File: config.mk
export PLATFORM = sky130hd
export DESIGN_NAME = hilo_muldiv_ctrl
export DESIGN_NICKNAME = d
export VERILOG_FILES = /design/src/rtl/hilo_muldiv_ctrl.sv
export SDC_FILE = /design/constraint.sdc
export NUM_CORES = 1
export LEC_CHECK = 0
export ABC_AREA = 1
export CORE_MARGIN = 3
export CORE_UTILIZATION = 50
export DETAILED_ROUTE_END_ITERATION = 16
export PLACE_DENSITY = 0.83
export SLEW_MARGIN = 0
export SYNTH_ARGS = -nofsm -noshare
export SYNTH_HDL_FRONTEND = slang
export SYNTH_SLANG_ARGS = --single-unit
File: constraint.sdc
create_clock -name clk -period 8.2 [get_ports clk]
set_clock_uncertainty 0.1 [all_clocks]
set_input_delay 0.82 -clock clk [delete_from_list [all_inputs] [get_ports clk]]
set_output_delay 0.82 -clock clk [all_outputs]
set_load 0.05 [all_outputs]
File: src/rtl/hilo_muldiv_ctrl.sv
// hilo_muldiv_ctrl: HI/LO owner that sequences external unsigned Mult/Div units with signed fix-up and stall
module hilo_muldiv_ctrl #(
  parameter int OPW = 4
) (
  input  logic           clk,
  input  logic           reset,
  input  logic           op_valid,
  input  logic [OPW-1:0] op,
  input  logic [31:0]    src_a,
  input  logic [31:0]    src_b,
  output logic           stall,
  output logic [31:0]    mf_result,
  output logic [31:0]    hi,
  output logic [31:0]    lo,
  output logic           div_zero,
  output logic [31:0]    unit_a,
  output logic [31:0]    unit_b,
  output logic           mul_valid_in,
  input  logic           mul_valid_out,
  input  logic [31:0]    mul_hi,
  input  logic [31:0]    mul_lo,
  output logic           div_valid_in,
  input  logic           div_valid_out,
  input  logic [31:0]    div_hi,
  input  logic [31:0]    div_lo
);
  localparam logic [1:0] IDLE   = 2'd0;
  localparam logic [1:0] LAUNCH = 2'd1;
  localparam logic [1:0] WAIT   = 2'd2;
  localparam logic [1:0] WRITE  = 2'd3;
  logic [1:0]  r_state;
  logic        r_kind;
  logic        r_neg_q;
  logic        r_neg_r;
  logic [31:0] r_res_hi;
  logic [31:0] r_res_lo;
  logic        w_idle;
  logic        w_md;
  logic        w_is_div;
  logic        w_signed;
  logic        w_dz;
  logic        w_go;
  logic        w_vo;
  logic        w_mt_hi;
  logic        w_mt_lo;
  logic [31:0] w_abs_a;
  logic [31:0] w_abs_b;
  logic [63:0] w_res;
  logic [63:0] w_fix;
  assign w_idle   = r_state == IDLE;
  assign w_md     = op_valid && w_idle && op >= OPW'(1) && op <= OPW'(4);
  assign w_is_div = op == OPW'(3) || op == OPW'(4);
  assign w_signed = op == OPW'(1) || op == OPW'(3);
  assign w_dz     = w_md && w_is_div && src_b == 32'd0;
  assign w_go     = w_md && !w_dz;
  assign w_mt_hi  = op_valid && w_idle && op == OPW'(5);
  assign w_mt_lo  = op_valid && w_idle && op == OPW'(6);
  assign w_abs_a  = (w_signed && src_a[31]) ? -src_a : src_a;
  assign w_abs_b  = (w_signed && src_b[31]) ? -src_b : src_b;
  assign w_vo     = r_kind ? div_valid_out : mul_valid_out;
  assign w_res    = {r_res_hi, r_res_lo};
  // Division signs the quotient and remainder separately; the product is negated as one 64-bit value.
  assign w_fix    = r_kind ? {(r_neg_r ? -r_res_hi : r_res_hi), (r_neg_q ? -r_res_lo : r_res_lo)}
                           : (r_neg_q ? -w_res : w_res);
  assign stall     = w_go || r_state == LAUNCH || r_state == WAIT;
  assign mf_result = (op_valid && op == OPW'(7)) ? hi : (op_valid && op == OPW'(8)) ? lo : 32'd0;
  always_ff @(posedge clk or posedge reset) begin
    if (reset) begin
      r_state      <= IDLE;
      r_kind       <= 1'b0;
      r_neg_q      <= 1'b0;
      r_neg_r      <= 1'b0;
      r_res_hi     <= 32'd0;
      r_res_lo     <= 32'd0;
      hi           <= 32'd0;
      lo           <= 32'd0;
      unit_a       <= 32'd0;
      unit_b       <= 32'd0;
      mul_valid_in <= 1'b0;
      div_valid_in <= 1'b0;
      div_zero     <= 1'b0;
    end else begin
      mul_valid_in <= w_go && !w_is_div;
      div_valid_in <= w_go && w_is_div;
      div_zero     <= w_dz;
      if (w_go) begin
        unit_a  <= w_abs_a;
        unit_b  <= w_abs_b;
        r_neg_q <= w_signed && (src_a[31] ^ src_b[31]);
        r_neg_r <= w_signed && src_a[31];
        r_kind  <= w_is_div;
        r_state <= LAUNCH;
      end else if (r_state == LAUNCH) begin
        r_state <= WAIT;
      end else if (r_state == WAIT && w_vo) begin
        r_res_hi <= r_kind ? div_hi : mul_hi;
        r_res_lo <= r_kind ? div_lo : mul_lo;
        r_state  <= WRITE;
      end else if (r_state == WRITE) begin
        hi      <= w_fix[63:32];
        lo      <= w_fix[31:0];
        r_state <= IDLE;
      end
      if (w_mt_hi) hi <= src_a;
      if (w_mt_lo) lo <= src_a;
    end
  end
endmodule

==> summary.txt <==
Clocking
  – Bufs on Longest Clock Path: 2
  – CTS tree: built
  – Clock Latency Late Sink: 450 ps
  – Root Buffer: clkbuf_16
  – Clk sinks: 200
  – CTS Buf Count: 17
  – CTS-repair resized insts: 0
  – Post-CTS setup buffer count: 0
  – H-tree depth: 4
  – Cts hold-fix bufs: 0
  – Worst-path clk slew: 80 ps

Floorplan
  – Row count: 59
  – Die Area: 28700 sq um
  – Core area: 26100 sq um
  – Starting Density: 51.1%
  – Vert. Die Dim: 169 microns
  – I/O Pins: 365
  – Floorplan die width: 169 microns

Status
  – Status: complete, no violations

Power and ir drop
  – Worst IR Drop VDD: 0.238 mV
  – Final Total Pwr: 6.89 mW
  – PD cells: 389 nW/um^2
  – Leakage power: 7.98 nW

Logic synthesis
  – Synth top area share: 37.5%
  – Seq/Total Area, Yosys: 37.5%
  – Area leader, netlist: dfrtp_1
  – Prevailing post-synth register cell: dfrtp_1
  – Top cells by area, synth: dfrtp_1 38%, nand2_1 18%, nor2_1 8.2%, nand3_1 6.6%, inv_1 6.1%
  – Synthesized area per cell: 6.58 sq um
  – Synth Instances: 2028
  – Synthesized area: 13300 sq um
  – Ys Warns: 0
  – Syn nets: 2233
  – EDFF count, synth: 0
  – Number of synthesized register bits: 200
  – Post-synth ARST share: 100%
  – Netlist cell types: 43

Placed design
  – Post-DP HPWL: 42200 microns
  – IO Port Bufs: 364
  – Setup WS pre-CTS: 3900 ps
  – RePlAce Congestion: 1.07
  – Area after DPL: 17100 sq um

Global routing
  – Largest net degree at the start of global routing: 128
  – GRT overflow: 0
  – Initial antenna violation count: 0
  – Tot GR Track Use: 36.9%
  – Vias in the first global route: 14500
  – First-pass GRT wire length: 82200 microns

Drt
  – Drt pass-1 iters: 7
  – Met1 Wirelength: 21000 microns
  – Drt via density: 5.68
  – Via count: 15300
  – Met3 wire length: 5050 microns
  – WL/cell: 20.0 microns
  – Uppermost routed layer: met4
  – Post-Route WL: 53600 microns
  – Met2 WL: 24900 microns
  – Post-detailed-route DRC marker count: 0
  – Post-route ant nets: 0
  – Iteration-0 DRC Markers: 1865

Worst setup path
  – Path depth of the worst reg2reg path: 11
  – Required @ worst endpoint: 7280 ps
  – Maximum fanout along the worst path: 29
  – R2r setup slk: 5180 ps
  – CP Capture Type: primary output
  – Worst Path Arrival: 3400 ps
  – Reg2reg end: hi[15]
  – WS Path Type: primary input to primary output
  – Reg2reg start: r_kind
  – CP startpoint kind: primary input

Timing
  – Final setup viols: 0
  – Fmax: 231 MHz
  – Period utilization: 52.7%
  – PnR worst setup slack: 3880 ps
  – Actual slew at the worst max-slew pin: 1080 ps
  – Relative slew slack: 28.2%
  – RSZ-0062 raised after global routing: no
  – Sum Neg Setup Slack: 0 ps
  – Final Max Tran Viols: 0
  – Final Hold Vio Count: 0
  – Hold_ws: 387 ps
  – Min Clock Period, post-route: 4320 ps

Hold path
  – Hold path depth: 2
  – Hold Path Class: register to register
  – Hold EP: unit_b[17]
  – Hold Crit Start: unit_b[17]

Final layout
  – ANT cells: 0
  – Layout area overhead: 32.6%
  – # nets final: 2544
  – Post-Layout Inst Area: 17700 sq um
  – Layout cells sized above 1: 3.15%
  – FF/Latch Area: 5010 sq um
  – Filler cell count: 2358
  – Multi-input gate area: 7050 sq um

Job
  – Max_cap viols: 0
[through the flow]
step	util, %	std cells
floorplan	-	2028
global route	67.7	2687
finish	67.7	2687
detailed placement	65.3	2655
global placement	65.3	2655
CTS	67.7	2687
[Yosys cell counts, types with 23 or more instances]
cell type	number
xor2_1	51
buf_2	23
dfrtp_1	200
nand3_1	177
o21ai_1	28
nand2_1	655
inv_1	217
clkbuf_1	38
nand4_1	24
o22ai_1	50
a31oi_1	65
o21ai_0	68
nor2_1	293
[flip-flops by register name, summed over array words and instances (netlist names), 2 cells and up]
| name | flops |
|---|---|
| unit_b | 32 |
| lo | 32 |
| r_res_hi | 32 |
| r_state | 2 |
| hi | 32 |
| unit_a | 32 |
| r_res_lo | 32 |
[layer usage]
metal  vias to the layer above  global-route usage, %
li1                       7141                      -
met1                      7105                   47.6
met2                       865                   60.3
met3                       149                   7.06
met4                         0                   17.6
met5                         -                      0
[cell families after synthesis]
kind of cell             after synthesis  synth area share [%]
adder cells (fa/ha/maj)                4                 0.375
flip-flops                           200                  37.5
XOR/XNOR                              62                  4.07
AO/OA/AOI/OAI                        268                  12.0
buffers and inverters                309                  9.70
AND/OR/NAND/NOR                     1185                  36.4
[final cells by class]
type | instances | share of cell area [%]
Clock buffer | 18 | 2.48
Clock inverter | 14 | 1.14
Inverter | 227 | 4.87
Multi-Input combinational cell | 1519 | 39.8
Sequential cell | 200 | 28.3
Tap cell | 335 | 2.37
Timing Repair Buffer | 374 | 21.0
[worst max-delay path: stages]
cell and delay (ps):
clkdlybuf4s50_1 400, inv_1 110, ha_1 220, inv_1 70, nor3_1 250, nand3_1 180
nor2_1 120, nand2_1 90, nand2_4 260, o21ai_0 140, clkdlybuf4s50_1 720
[report_power, final]
part | internal (mW) | switching [mW]
Clock | 0.455 | 0.461
Combinational | 1.27 | 2.72
Sequential | 1.47 | 0.515
[cell usage in the layout, fill, tap and decap left out, types with 2 or more instances in the layout]
master	count
nor2_4	3
o21ai_1	28
nor2_2	4
o221ai_1	15
buf_4	10
nor2_1	293
inv_6	3
ha_1	4
nand2_1	655
inv_1	215
inv_8	3
a21o_1	2
o22ai_1	50
clkbuf_16	17
clkinv_8	6
nand2_2	4
xor2_1	51
xnor2_1	11
dfrtp_1	199
clkinv_1	2
nand4_1	24
a31oi_1	65
o211ai_1	11
nand3_1	177
clkdlybuf4s50_1	364
nor3_1	8
or2_2	5
inv_2	7
clkinv_2	2
a21oi_1	21
nand3b_1	5
o21bai_1	4
o21ai_0	68
[how the worst max path moves through the flow]
stage                   from      endpoint  slack, ps  cells after the start
floorplan              reset  div_valid_in       1830                      1
global placement    src_b[0]         stall       3930                     11
detailed placement  src_b[1]         stall       3900                     11
CTS                 src_b[0]         stall       3880                     11
global route        src_b[0]         stall       3680                     11
finish              src_b[1]         stall       3880                     11
No activity file was read; power rests on OpenSTA's default activity.
